## src/rtl/adc_scheduler_if.sv

```systemverilog
// Result-FIFO read port of adc_scheduler: head data, valid/ready handshake and fill level.
interface adc_scheduler_if;
  logic [17:0] OUT_DATA;
  logic        OUT_VALID;
  logic        OUT_READY;
  logic [4:0]  FIFO_LEVEL;

  modport master (output OUT_DATA, output OUT_VALID, output FIFO_LEVEL, input OUT_READY);
  modport slave  (input OUT_DATA, input OUT_VALID, input FIFO_LEVEL, output OUT_READY);
endinterface

```

## src/rtl/adc_scheduler.sv

```systemverilog
// Schedules periodic and one-shot (A/B) conversions on a dual 8-bit ADC into a result FIFO.
// Optional converter watchdog: define ADC_SCHED_TIMEOUT_EN (otherwise TIMEOUT is tied 0).
module adc_scheduler #(
  parameter int FIFO_DEPTH  = 4,
  parameter int TIMEOUT_CYC = 1024
) (
  input  logic            CLOCK_50MHz,
  input  logic            RESET_n,
  input  logic [15:0]     PERIOD,
  input  logic            REQ_A,
  input  logic            REQ_B,
  output logic            ACK_A,
  output logic            ACK_B,
  output logic            ADC_START,
  input  logic            ADC_BUSY,
  input  logic [7:0]      ADC_D0,
  input  logic [7:0]      ADC_D1,
  adc_scheduler_if.master out_if,
  output logic            OVERFLOW,
  output logic            TICK_MISS,
  output logic            TIMEOUT
);

  localparam int DATA_W = 8;
  localparam int AW     = (FIFO_DEPTH > 1) ? $clog2(FIFO_DEPTH) : 1;
  localparam logic [1:0] SRC_T = 2'b00;
  localparam logic [1:0] SRC_A = 2'b01;
  localparam logic [1:0] SRC_B = 2'b10;

  if (FIFO_DEPTH < 2 || FIFO_DEPTH > 16 || (FIFO_DEPTH & (FIFO_DEPTH - 1)) != 0 || TIMEOUT_CYC < 1)
  begin : g_bad_param
    $error("adc_scheduler: FIFO_DEPTH must be a power of two in 2..16 and TIMEOUT_CYC >= 1");
  end

  typedef enum logic [1:0] {IDLE, ARM, CONV, STORE} state_t;

  state_t                    state;
  logic                      busy_m, busy_s;
  logic                      req_a_q, req_b_q;
  logic                      rise_a, rise_b;
  logic [15:0]               tmr;
  logic                      tick;
  logic                      pend_t, pend_a, pend_b;
  logic                      rr_b;
  logic                      gnt_t, gnt_a, gnt_b;
  logic [1:0]                tag;
  logic [2*DATA_W+1:0]       cap_p0;
  logic [2*DATA_W+1:0]       mem [FIFO_DEPTH];
  logic [AW-1:0]             wr_ptr, rd_ptr;
  logic [4:0]                level;
  logic                      full, pop, can_push, push;

  // ADC_BUSY comes from the converter's clock domain
  always_ff @(posedge CLOCK_50MHz) begin
    if (!RESET_n) begin
      busy_m <= 1'b0;
      busy_s <= 1'b0;
    end else begin
      busy_m <= ADC_BUSY;
      busy_s <= busy_m;
    end
  end

  always_ff @(posedge CLOCK_50MHz) begin
    if (!RESET_n) begin
      req_a_q <= 1'b0;
      req_b_q <= 1'b0;
    end else begin
      req_a_q <= REQ_A;
      req_b_q <= REQ_B;
    end
  end

  assign rise_a = REQ_A & ~req_a_q;
  assign rise_b = REQ_B & ~req_b_q;

  // A shrunk PERIOD can leave tmr past the new limit: restart silently
  assign tick = (PERIOD != 16'd0) && (tmr == PERIOD - 16'd1);

  always_ff @(posedge CLOCK_50MHz) begin
    if (!RESET_n)
      tmr <= 16'd0;
    else if (PERIOD == 16'd0 || tmr >= PERIOD || tick)
      tmr <= 16'd0;
    else
      tmr <= tmr + 16'd1;
  end

  assign gnt_t = (state == IDLE) & pend_t;
  assign gnt_a = (state == IDLE) & ~pend_t & pend_a & (~pend_b | ~rr_b);
  assign gnt_b = (state == IDLE) & ~pend_t & pend_b & (~pend_a | rr_b);

  always_ff @(posedge CLOCK_50MHz) begin
    if (!RESET_n) begin
      pend_t    <= 1'b0;
      pend_a    <= 1'b0;
      pend_b    <= 1'b0;
      TICK_MISS <= 1'b0;
    end else begin
      pend_t <= (pend_t & ~gnt_t) | tick;
      pend_a <= (pend_a & ~gnt_a) | rise_a;
      pend_b <= (pend_b & ~gnt_b) | rise_b;
      if (tick && pend_t && !gnt_t)
        TICK_MISS <= 1'b1;
    end
  end

`ifdef ADC_SCHED_TIMEOUT_EN
  localparam int TW = $clog2(TIMEOUT_CYC) + 1;
  logic [TW-1:0] tmo;
  logic          tmo_hit;

  assign tmo_hit = (tmo == TW'(TIMEOUT_CYC - 1));

  // Restarts on every state change, so it measures the wait for one busy_s edge
  always_ff @(posedge CLOCK_50MHz) begin
    if (!RESET_n)
      tmo <= '0;
    else if ((state == ARM && !busy_s && !tmo_hit) || (state == CONV && busy_s && !tmo_hit))
      tmo <= tmo + TW'(1);
    else
      tmo <= '0;
  end
`else
  assign TIMEOUT = 1'b0;
`endif

  always_ff @(posedge CLOCK_50MHz) begin
    if (!RESET_n) begin
      state     <= IDLE;
      ADC_START <= 1'b0;
      ACK_A     <= 1'b0;
      ACK_B     <= 1'b0;
      tag       <= SRC_T;
      rr_b      <= 1'b0;
      OVERFLOW  <= 1'b0;
`ifdef ADC_SCHED_TIMEOUT_EN
      TIMEOUT   <= 1'b0;
`endif
    end else begin
      ACK_A <= 1'b0;
      ACK_B <= 1'b0;
      case (state)
        IDLE: begin
          if (gnt_t || gnt_a || gnt_b) begin
            tag       <= gnt_a ? SRC_A : (gnt_b ? SRC_B : SRC_T);
            if (gnt_a) rr_b <= 1'b1;
            if (gnt_b) rr_b <= 1'b0;
            ADC_START <= 1'b1;
            state     <= ARM;
          end
        end
        ARM: begin
          if (busy_s) begin
            ADC_START <= 1'b0;
            state     <= CONV;
          end
`ifdef ADC_SCHED_TIMEOUT_EN
          else if (tmo_hit) begin
            ADC_START <= 1'b0;
            TIMEOUT   <= 1'b1;
            ACK_A     <= (tag == SRC_A);
            ACK_B     <= (tag == SRC_B);
            state     <= IDLE;
          end
`endif
        end
        CONV: begin
          // ACK is raised here so it is high during the STORE cycle
          if (!busy_s) begin
            ACK_A <= (tag == SRC_A);
            ACK_B <= (tag == SRC_B);
            state <= STORE;
          end
`ifdef ADC_SCHED_TIMEOUT_EN
          else if (tmo_hit) begin
            TIMEOUT <= 1'b1;
            ACK_A   <= (tag == SRC_A);
            ACK_B   <= (tag == SRC_B);
            state   <= IDLE;
          end
`endif
        end
        STORE: begin
          if (!can_push)
            OVERFLOW <= 1'b1;
          state <= IDLE;
        end
        default: state <= IDLE;
      endcase
    end
  end

  // Capture stage: converter result tagged with its source
  always_ff @(posedge CLOCK_50MHz) begin
    if (state == CONV && !busy_s)
      cap_p0 <= {tag, ADC_D1, ADC_D0};
  end

  // Store stage: first-word fall-through FIFO
  assign full     = (level == 5'(FIFO_DEPTH));
  assign pop      = out_if.OUT_READY & (level != 5'd0);
  assign can_push = ~full | pop;
  assign push     = (state == STORE) & can_push;

  always_ff @(posedge CLOCK_50MHz) begin
    if (push)
      mem[wr_ptr] <= cap_p0;
  end

  always_ff @(posedge CLOCK_50MHz) begin
    if (!RESET_n) begin
      wr_ptr <= '0;
      rd_ptr <= '0;
      level  <= 5'd0;
    end else begin
      if (push) wr_ptr <= wr_ptr + AW'(1);
      if (pop)  rd_ptr <= rd_ptr + AW'(1);
      level <= level + {4'd0, push} - {4'd0, pop};
    end
  end

  assign out_if.OUT_VALID  = (level != 5'd0);
  assign out_if.OUT_DATA   = out_if.OUT_VALID ? mem[rd_ptr] : '0;
  assign out_if.FIFO_LEVEL = level;

endmodule

```

## src/flat_wrapper.sv

```systemverilog
// flat-port wrapper written by rule: the top's interface ports become plain ports
module adc_scheduler_flat 
#(
  parameter int FIFO_DEPTH  = 4,
  parameter int TIMEOUT_CYC = 1024
)
  (CLOCK_50MHz, RESET_n, PERIOD, REQ_A, REQ_B, ACK_A, ACK_B, ADC_START, ADC_BUSY, ADC_D0, ADC_D1, OVERFLOW, TICK_MISS, TIMEOUT, out_if_OUT_DATA, out_if_OUT_VALID, out_if_FIFO_LEVEL, out_if_OUT_READY);
  adc_scheduler_if out_if_i ();
  input  logic CLOCK_50MHz;
  input  logic RESET_n;
  input  logic [15:0] PERIOD;
  input  logic REQ_A;
  input  logic REQ_B;
  output logic ACK_A;
  output logic ACK_B;
  output logic ADC_START;
  input  logic ADC_BUSY;
  input  logic [7:0] ADC_D0;
  input  logic [7:0] ADC_D1;
  output logic OVERFLOW;
  output logic TICK_MISS;
  output logic TIMEOUT;
  output wire logic [$bits(out_if_i.OUT_DATA)-1:0] out_if_OUT_DATA;
  output wire logic [$bits(out_if_i.OUT_VALID)-1:0] out_if_OUT_VALID;
  output wire logic [$bits(out_if_i.FIFO_LEVEL)-1:0] out_if_FIFO_LEVEL;
  input wire logic [$bits(out_if_i.OUT_READY)-1:0] out_if_OUT_READY;
  assign out_if_OUT_DATA = out_if_i.OUT_DATA;
  assign out_if_OUT_VALID = out_if_i.OUT_VALID;
  assign out_if_FIFO_LEVEL = out_if_i.FIFO_LEVEL;
  assign out_if_i.OUT_READY = out_if_OUT_READY;
  adc_scheduler #(.FIFO_DEPTH(FIFO_DEPTH), .TIMEOUT_CYC(TIMEOUT_CYC)) u_core (.CLOCK_50MHz(CLOCK_50MHz), .RESET_n(RESET_n), .PERIOD(PERIOD), .REQ_A(REQ_A), .REQ_B(REQ_B), .ACK_A(ACK_A), .ACK_B(ACK_B), .ADC_START(ADC_START), .ADC_BUSY(ADC_BUSY), .ADC_D0(ADC_D0), .ADC_D1(ADC_D1), .out_if(out_if_i), .OVERFLOW(OVERFLOW), .TICK_MISS(TICK_MISS), .TIMEOUT(TIMEOUT));
endmodule
```

## config.mk

```make
export PLATFORM = sky130hd
export DESIGN_NAME = adc_scheduler_flat
export DESIGN_NICKNAME = d
export VERILOG_FILES = /design/src/rtl/adc_scheduler_if.sv /design/src/rtl/adc_scheduler.sv /design/src/flat_wrapper.sv
export SDC_FILE = /design/constraint.sdc
export NUM_CORES = 1
export LEC_CHECK = 0
export CORE_ASPECT_RATIO = 1.4
export CORE_MARGIN = 4
export CORE_UTILIZATION = 51
export CTS_CLUSTER_DIAMETER = 40
export DETAILED_ROUTE_END_ITERATION = 7
export PLACE_DENSITY_LB_ADDON = 0.25
export SYNTH_ARGS = -nofsm -noshare
export SYNTH_HDL_FRONTEND = slang
export SYNTH_SLANG_ARGS = --single-unit
```

## constraint.sdc

```tcl
create_clock -name CLOCK_50MHz -period 2.43 [get_ports CLOCK_50MHz]
set_clock_uncertainty 0.05 [all_clocks]
set_input_delay 0.6075 -clock CLOCK_50MHz [delete_from_list [all_inputs] [get_ports CLOCK_50MHz]]
set_output_delay 0.6075 -clock CLOCK_50MHz [all_outputs]
set_load 0.02 [all_outputs]
```

Word level (Yosys, flattened, before mapping) --
Memories as Yosys holds them, arrays and structs flattened. A register that Yosys moved wholly into a read port is not among the register bits. Index checks and enable logic that the tools add are counted.
Storage, ports and cells: bits of input ports 38, memories 1, bits in writable memories 72, logic and storage cells 109, ROM bits 0, latch bits 0, register bits after elaboration 60
Cells by class: mux-type cells 16, equal/unequal tests 10, $add $sub $neg 6, multiply operators 0, bitwise operators 32, $lt $le $gt $ge 1, reduce and logical (&&, ||, !) cells 23, shifts and indexed selects 0, div/mod/pow operators 0
Memory list:
- u_core.mem | depth 4, bits a word 18, read ports 1, clocked after Yosys merged registers in 1, write ports 1, RTL line adc_scheduler.sv:48 | logic [2*DATA_W+1:0] mem [FIFO_DEPTH];
Operators by type and width (count):
- $mux W18 | 1
- $add A16 B1 Y16 const B | 1
- $eq A16 B16 Y1 | 1
- $ge A16 B16 Y1 | 1
- $logic_not A16 Y1 | 1
- $reduce_bool A16 Y1 | 1
- $sub A16 B1 Y16 const B | 1
- $mux W2 | 7
- $and A1 B1 Y1 | 13
- $not A1 Y1 | 13
- $reduce_and A3 Y1 | 3
- $pmux W2 S4 | 1
- $eq A2 B2 Y1 const B | 3
- $mux W1 | 6
- $or A1 B1 Y1 | 6
- $add A5 B1 Y5 | 1
- $eq A5 B3 Y1 const B | 1
- $reduce_bool A5 Y1 | 1
- $sub A5 B1 Y5 | 1
- $add A2 B1 Y2 const B | 2
- $eq A2 B1 Y1 const B | 2
- $logic_and A1 B1 Y1 | 4
- $logic_or A1 B1 Y1 | 4
- $ne A2 B2 Y1 const B | 2
- other kinds (8) | 11

Depth between registers and ports, before layout --
Gate-level depths: netlist (run 1).
word-level depth 8, depth in mapped cells 14

Worst setup path before layout (run 1) --
OpenSTA, ideal clock, no wires.
kind flip-flop to output port, from register (tool-made name), to output out_if_OUT_DATA[10], data arrival time 1.861 ns, stages on the path, launching flop included 5, buffers on the path 2, setup slack -0.089 ns, cell sequence dfxtp_1 -> clkbuf_1 -> buf_2 -> mux4_2 -> and2_1
RTL lines:
- to (decl) | RTL line flat_wrapper.sv:23 | output wire logic [$bits(out_if_i.OUT_DATA)-1:0] out_if_OUT_DATA;

==> results of run 1 <==
==> final timing paths <==
kind | startpoint | to | slack (ps) | cells past startpoint
setup reg to reg | u_core.out_if.FIFO_LEVEL[1]$_SDFF_PN0_ | u_core.out_if.FIFO_LEVEL[4]$_SDFF_PN0_ | 70 | 13
hold reg to reg | u_core.busy_m$_SDFF_PN0_ | u_core.busy_s$_SDFF_PN0_ | 390 | 1
setup / recovery | register | out_if_OUT_DATA[9] | -30 | 4
hold / removal | u_core.busy_m$_SDFF_PN0_ | u_core.busy_s$_SDFF_PN0_ | 390 | 1
==> cell usage in the layout (no fill, tap or decap), types with 8 or more instances in the layout <==
cell,n
buf_2,8
edfxtp_1,90
xnor2_1,21
buf_6,15
and2_4,12
nand2_1,15
clkbuf_16,18
dfxtp_1,41
buf_12,9
buf_4,53
a21oi_1,11
ha_1,26
and2_1,17
inv_1,24
nor3_2,16
inv_2,8
mux4_2,18
nor2_1,24
xor2_1,17
clkdlybuf4s50_1,33
==> per-stage QoR <==
step	hold WS, ps	cell area (um^2)	setup WS (ps)
2_1_floorplan	362	6200	1.17
3_3_place_gp	367	7500	-588
3_5_place_dp	382	7500	-606
4_1_cts	395	8200	-85.0
5_1_grt	403	8450	-92.2
6_report	392	8450	-31.1
==> flip-flops by register name, summed over array words and instances (netlist names), 2 cells and up, named ones only <==
signal and flops:
u_core.tag 2, u_core.mem 72, u_core.wr_ptr 2, u_core.tmr 16, u_core.rd_ptr 2, u_core.state 2, u_core.out_if.FIFO_LEVEL 5, u_core.cap_p0 18
==> cells by family after synthesis <==
logic type	after synthesis	synth area share, %
other	1	0.0606
muxes	19	6.72
buffers and inverters	46	3.08
xor gates and xnor gates	40	5.66
AOI/OAI and AO/OA	49	5.69
adders and majority gates	33	6.80
DFF	134	57.9
and+or+nand+nor	144	14.1
==> synthesized netlist by cell type, drive strengths merged (2+ instances only) <==
cell     number  area [um^2]
inv          32          120
a21o          2         15.0
a31oi         4         40.0
buf           5         36.3
a41oi         4         35.0
and2         29          184
ha           32          400
o21ai         9         45.0
clkbuf        8         30.0
nor2b         8         50.1
nand2b        6         37.5
a21oi        14         70.1
dfxtp        44          881
a2111oi       2         17.5
a211oi        3         22.5
nor3b         3         22.5
nor3         24          180
and3          5         31.3
nor4          3         48.8
and4          2         17.5
or3           4         25.0
edfxtp       90         2700
xor2         19          166
o41ai         2         25.0
nand2        15         56.3
nand4         7         43.8
nor2         27          104
xnor2        21          184
nand3         7         35.0
mux4         18          405
==> layout make-up <==
cell class | count | area [um^2]
Clock buffer | 20 | 437
Clock inverter | 12 | 135
Fill cell | 819 | 3430
Inverter | 33 | 124
Multi-Input combinational cell | 286 | 2660
Sequential cell | 134 | 3590
Tap cell | 147 | 184
Timing Repair Buffer | 135 | 1330
==> timing repair <==
item                       in CTS  in global routing
gates cloned                    3                  1
pin swaps                      14                 24
resized for setup             111                 71
setup endpoints to repair      38                 38
buffers inserted                3                  6
==> metal layers <==
layer	vias to the layer above	GRT usage, %
li1	1980	-
met1	2039	22.8
met2	93	35.0
met3	24	4.89
met4	0	7.70
met5	-	0
==> worst max-delay path: cells and delay by family (launching register included) <==
family / cells / cell delay, ps
buffers and inverters: 2 / 320
multiplexers: 1 / 500
AND/OR/NAND/NOR: 1 / 190
flip-flops: 1 / 390
==> report_power, final <==
part	total (mW)	internal, mW	switching [mW]	leakage, nW
Combinational	2.72	1.42	1.30	1.79
Sequential	2.88	2.71	0.167	1.17
Clock	2.46	1.59	0.871	0.282
Total	8.06	5.72	2.34	3.24
==> impl_metrics.json, run 1 <==
{
  "drt-met1-wl_um": 5200,
  "worstPathCellList": "buf_12 > mux4_2 > and2_1 > buf_2",
  "ant_nets": 0,
  "cp_slowest_stage_delay_ps": 500,
  "yosysWarnings": 0,
  "final_layout_size_suffix_gt1_share_pct": 33.5,
  "fmax_mhz": 406,
  "num_vias": 4136,
  "die_x_um": 101,
  "cts-root-buf": "clkbuf_16",
  "drc_errors": 0,
  "wl_met2_um": 7360,
  "async_flop_share_pct": 0,
  "grt_pass1_wl_um": 21400,
  "final_core_util_pct": 71.1,
  "p_per_area_mw_per_mm2": 954,
  "initial_utilization_pct": 52.1,
  "dr_wl_met3_um": 436,
  "hp-class": "reg2reg",
  "ys_seq_elements": 134,
  "track_usage_pct": 19.9,
  "drv_slew": 0,
  "place.gp.congestion": 0.873,
  "critical_path_class": "reg2out",
  "synth_cell_type_count": 56,
  "clkSlewWorstSetupHoldPaths_ps": 60,
  "synth_edf_count": 90,
  "netlist_instances": 466,
  "port_buffers": 66,
  "cts_hold_buf": 0,
  "finalSetupViolations": 6,
  "required_ps": 1770,
  "cts_buffers": 17,
  "finalCriticalPeriod_ps": 2460,
  "synthFlopType": "edfxtp_1",
  "syn_nets": 537,
  "detailed_place_hpwl_um": 8930,
  "top_level_ports": 68,
  "drt-initial-drc-count": 106,
  "clockBufferDepth": 2,
  "period_share_pct": 101,
  "crit_slowest_cell": "mux4_2",
  "coreArea_mm2": 0.0119,
  "rows": 47,
  "grt_antenna_before_repair": 0,
  "cp-start-kind": "register",
  "max_cap_violations": 0,
  "final_cell_count_no_fill": 767,
  "die_h_um": 138,
  "cts_tree": "built",
  "clock_latency_ps": 410,
  "cp.arrival_ps": 1800,
  "violations": "negative setup slack",
  "htree_levels": 4,
  "dr.pass1.iters": 4,
  "clock_sinks": 134,
  "yosysSeqAreaShare_pct": 57.9,
  "power_leakage_nw": 3.24,
  "layout_setup_ws_ps": -31.1,
  "syn_area_mm2": 0.00618,
  "power.total_mw": 8.06,
  "area_growth_pct": 36.6,
  "syn_area_per_cell_um2": 13.3,
  "grt.overflow.total": 0,
  "hold_violations": 0,
  "placedCellCount": 724,
  "diodes": 0,
  "crit_fanout": 9,
  "vdd_drop_max_mv": 0.487,
  "dieArea_mm2": 0.0140,
  "worst_setup_path_end_kind": "primary output",
  "grt_pass1_vias": 4278,
  "drt-total-wl_um": 13300,
  "post_drt_via_cell_ratio": 5.39,
  "grt_start_max_net_pins": 20,
  "status": "finished, violations left",
  "rsz0062_at_grt": "true",
  "nNetsFinal": 678,
  "wl_per_cell_um": 17.4,
  "fin_setup_tns_ps": -92.3,
  "top_layer": "met4"
}
Note: power is estimated with default switching activity, not from simulation.
==> inputs of run 2 (changes only) <==
CORE_UTILIZATION = 55   (was 51)
clock period = 2.9 ns   (was 2.43 ns; I/O delays follow)
==> run 2 against run 1 <==
Compared with the run above: first-iteration DRC count grew 15%; cell count decreased by 4.4%; register-to-register slack gained 170 ps; largest cell class unchanged; the flow now finishes without violations.
==> impl_metrics.json, run 2 (synthesized netlist as in run 1, its figures left out) <==
{
  "rows": 45,
  "placed_cell_area_mm2": 0.00734,
  "rsz0062_at_grt": "false",
  "startpoint": "u_core.out_if.FIFO_LEVEL[1]$_SDFF_PN0_",
  "hold_violations": 0,
  "die_x_um": 97.6,
  "place.gp.congestion": 0.805,
  "final_layout_size_suffix_gt1_share_pct": 18.4,
  "cts_buffers": 17,
  "final-seq-area_mm2": 0.00358,
  "worst_setup_path_end_kind": "primary output",
  "finalCriticalPeriod_ps": 2760,
  "crit_fanout": 19,
  "rrSetupSlack_ps": 240,
  "drt-total-wl_um": 12000,
  "track_usage_pct": 19.5,
  "fin_setup_tns_ps": 0,
  "cts_hold_buf": 0,
  "die_h_um": 133,
  "max_cap_violations": 0,
  "reg2reg_depth": 13,
  "regMostFlops": "u_core.mem",
  "clock_latency_ps": 410,
  "post_drt_via_cell_ratio": 5.42,
  "grt_pass1_wl_um": 19700,
  "top_level_ports": 68,
  "critical_path_class": "reg2out",
  "clock_sinks": 134,
  "coreArea_mm2": 0.0109,
  "cp-start-kind": "register",
  "r2r-end": "u_core.out_if.FIFO_LEVEL[4]$_SDFF_PN0_",
  "required_ps": 2120,
  "ant_nets": 0,
  "hp-class": "reg2reg",
  "whs_endpoint": "u_core.busy_s$_SDFF_PN0_",
  "power.total_mw": 6.31,
  "cts-root-buf": "clkbuf_16",
  "detailed_place_hpwl_um": 8440,
  "grt_pass1_vias": 4066,
  "dieArea_mm2": 0.0130,
  "grt_antenna_before_repair": 0,
  "placedCellCount": 701,
  "largest_register_ffs": 72,
  "n_fill_cell": 750,
  "p_per_area_mw_per_mm2": 798,
  "cp.arrival_ps": 1990,
  "layout_common_cells": "edfxtp_1 (90), clkdlybuf4s50_1 (48), dfxtp_1 (44)",
  "finalSetupViolations": 0,
  "power_leakage_nw": 2.98,
  "final_cell_area_mm2": 0.00791,
  "initial_utilization_pct": 56.6,
  "vdd_drop_max_mv": 0.454,
  "drv_slew": 0,
  "period_share_pct": 95.2,
  "grt_start_max_net_pins": 20,
  "drc_errors": 0,
  "wl_per_cell_um": 16.4,
  "diodes": 0,
  "num_vias": 3976,
  "r2r_start": "u_core.out_if.FIFO_LEVEL[1]$_SDFF_PN0_",
  "dr.pass1.iters": 6,
  "htree_levels": 4,
  "clkSlewWorstSetupHoldPaths_ps": 60,
  "timing.hold.worst_path_depth": 1,
  "reg_top3": "u_core.mem: 72 flops, u_core.cap_p0: 18 flops, u_core.tmr: 16 flops",
  "clockBufferDepth": 2,
  "status": "completed",
  "port_buffers": 66,
  "grt.overflow.total": 0,
  "final_common_cell": "edfxtp_1",
  "cts_tree": "built",
  "nNetsFinal": 650,
  "fmax_mhz": 362,
  "area_growth_pct": 27.9,
  "multi_input_area_mm2": 0.00241,
  "final_cell_count_no_fill": 733,
  "holdCritStartpoint": "u_core.busy_m$_SDFF_PN0_",
  "drt-initial-drc-count": 122
}
-- run 2: cell count changes in the layout (fill, tap and decap cells not counted), sizes merged --
cell	before	now
clkdlybuf4s15	4	0
dlygate4sd2	2	18
inv	32	34
buf	86	41
clkdlybuf4s50	33	48
clkinv	9	6
dlymetal6s2s	7	0
clkbuf	23	20
clkinvlp	1	2
-- run 2: per-stage QoR --
step	setup WS (ps)	util (%)	hold WS (ps)
3_3_place_gp	-180	67.2	366
4_1_cts	92.2	72.4	387
2_1_floorplan	264	-	362
6_report	140	72.4	382
5_1_grt	10.9	72.4	405
3_5_place_dp	-282	67.2	373
-- run 2: worst max-delay path by stage --
stage,endpoint,depth (start not counted)
finish,out_if_OUT_VALID,4
global route,u_core.tmr[1]$_SDFF_PP0_,9
CTS,out_if_OUT_DATA[17],4
detailed placement,u_core.tmr[5]$_SDFF_PP0_,9
global placement,u_core.tmr[6]$_SDFF_PP0_,9
floorplan,out_if_OUT_DATA[10],4
-- run 2: timing repair --
action                                  CTS  global route
endpoints found under the setup margin   18            15
pin swaps                                 0             0
buffers inserted                          0             0
gates resized for setup                  18             1
gates cloned                              0             0
-- run 2: routing by layer --
layer	GRT usage (%)	share of wire [%]	up-vias
met5	0	0	-
met4	7.62	2.3	0
met3	5.76	4.0	24
met2	35.1	54	77
met1	21.5	39	1937
li1	-	-	1938
-- run 2: final cells by class --
type                    count  area share, %
flip-flops and latches    134           45.3
multi-input cells         286           30.5
well taps                 141           2.23
inverters                  33           1.57
clock buffers              20           5.52
clock inverters            12           1.93
repair buffers            107           12.9
-- run 2: report_power, final --
| part | internal, mW | switching, mW | total, mW | leakage, nW |
|---|---|---|---|---|
| clock network | 1.35 | 0.777 | 2.13 | 0.280 |
| logic | 0.854 | 0.931 | 1.79 | 1.52 |
| registers | 2.27 | 0.128 | 2.39 | 1.17 |
| total | 4.47 | 1.84 | 6.31 | 2.98 |
-- run 2: critical path: stages, from the launching register on --
cell and delay [ps]:
dfxtp_1 370, nor3_1 330, nand2_1 110, buf_4 210, clkdlybuf4s50_1 550
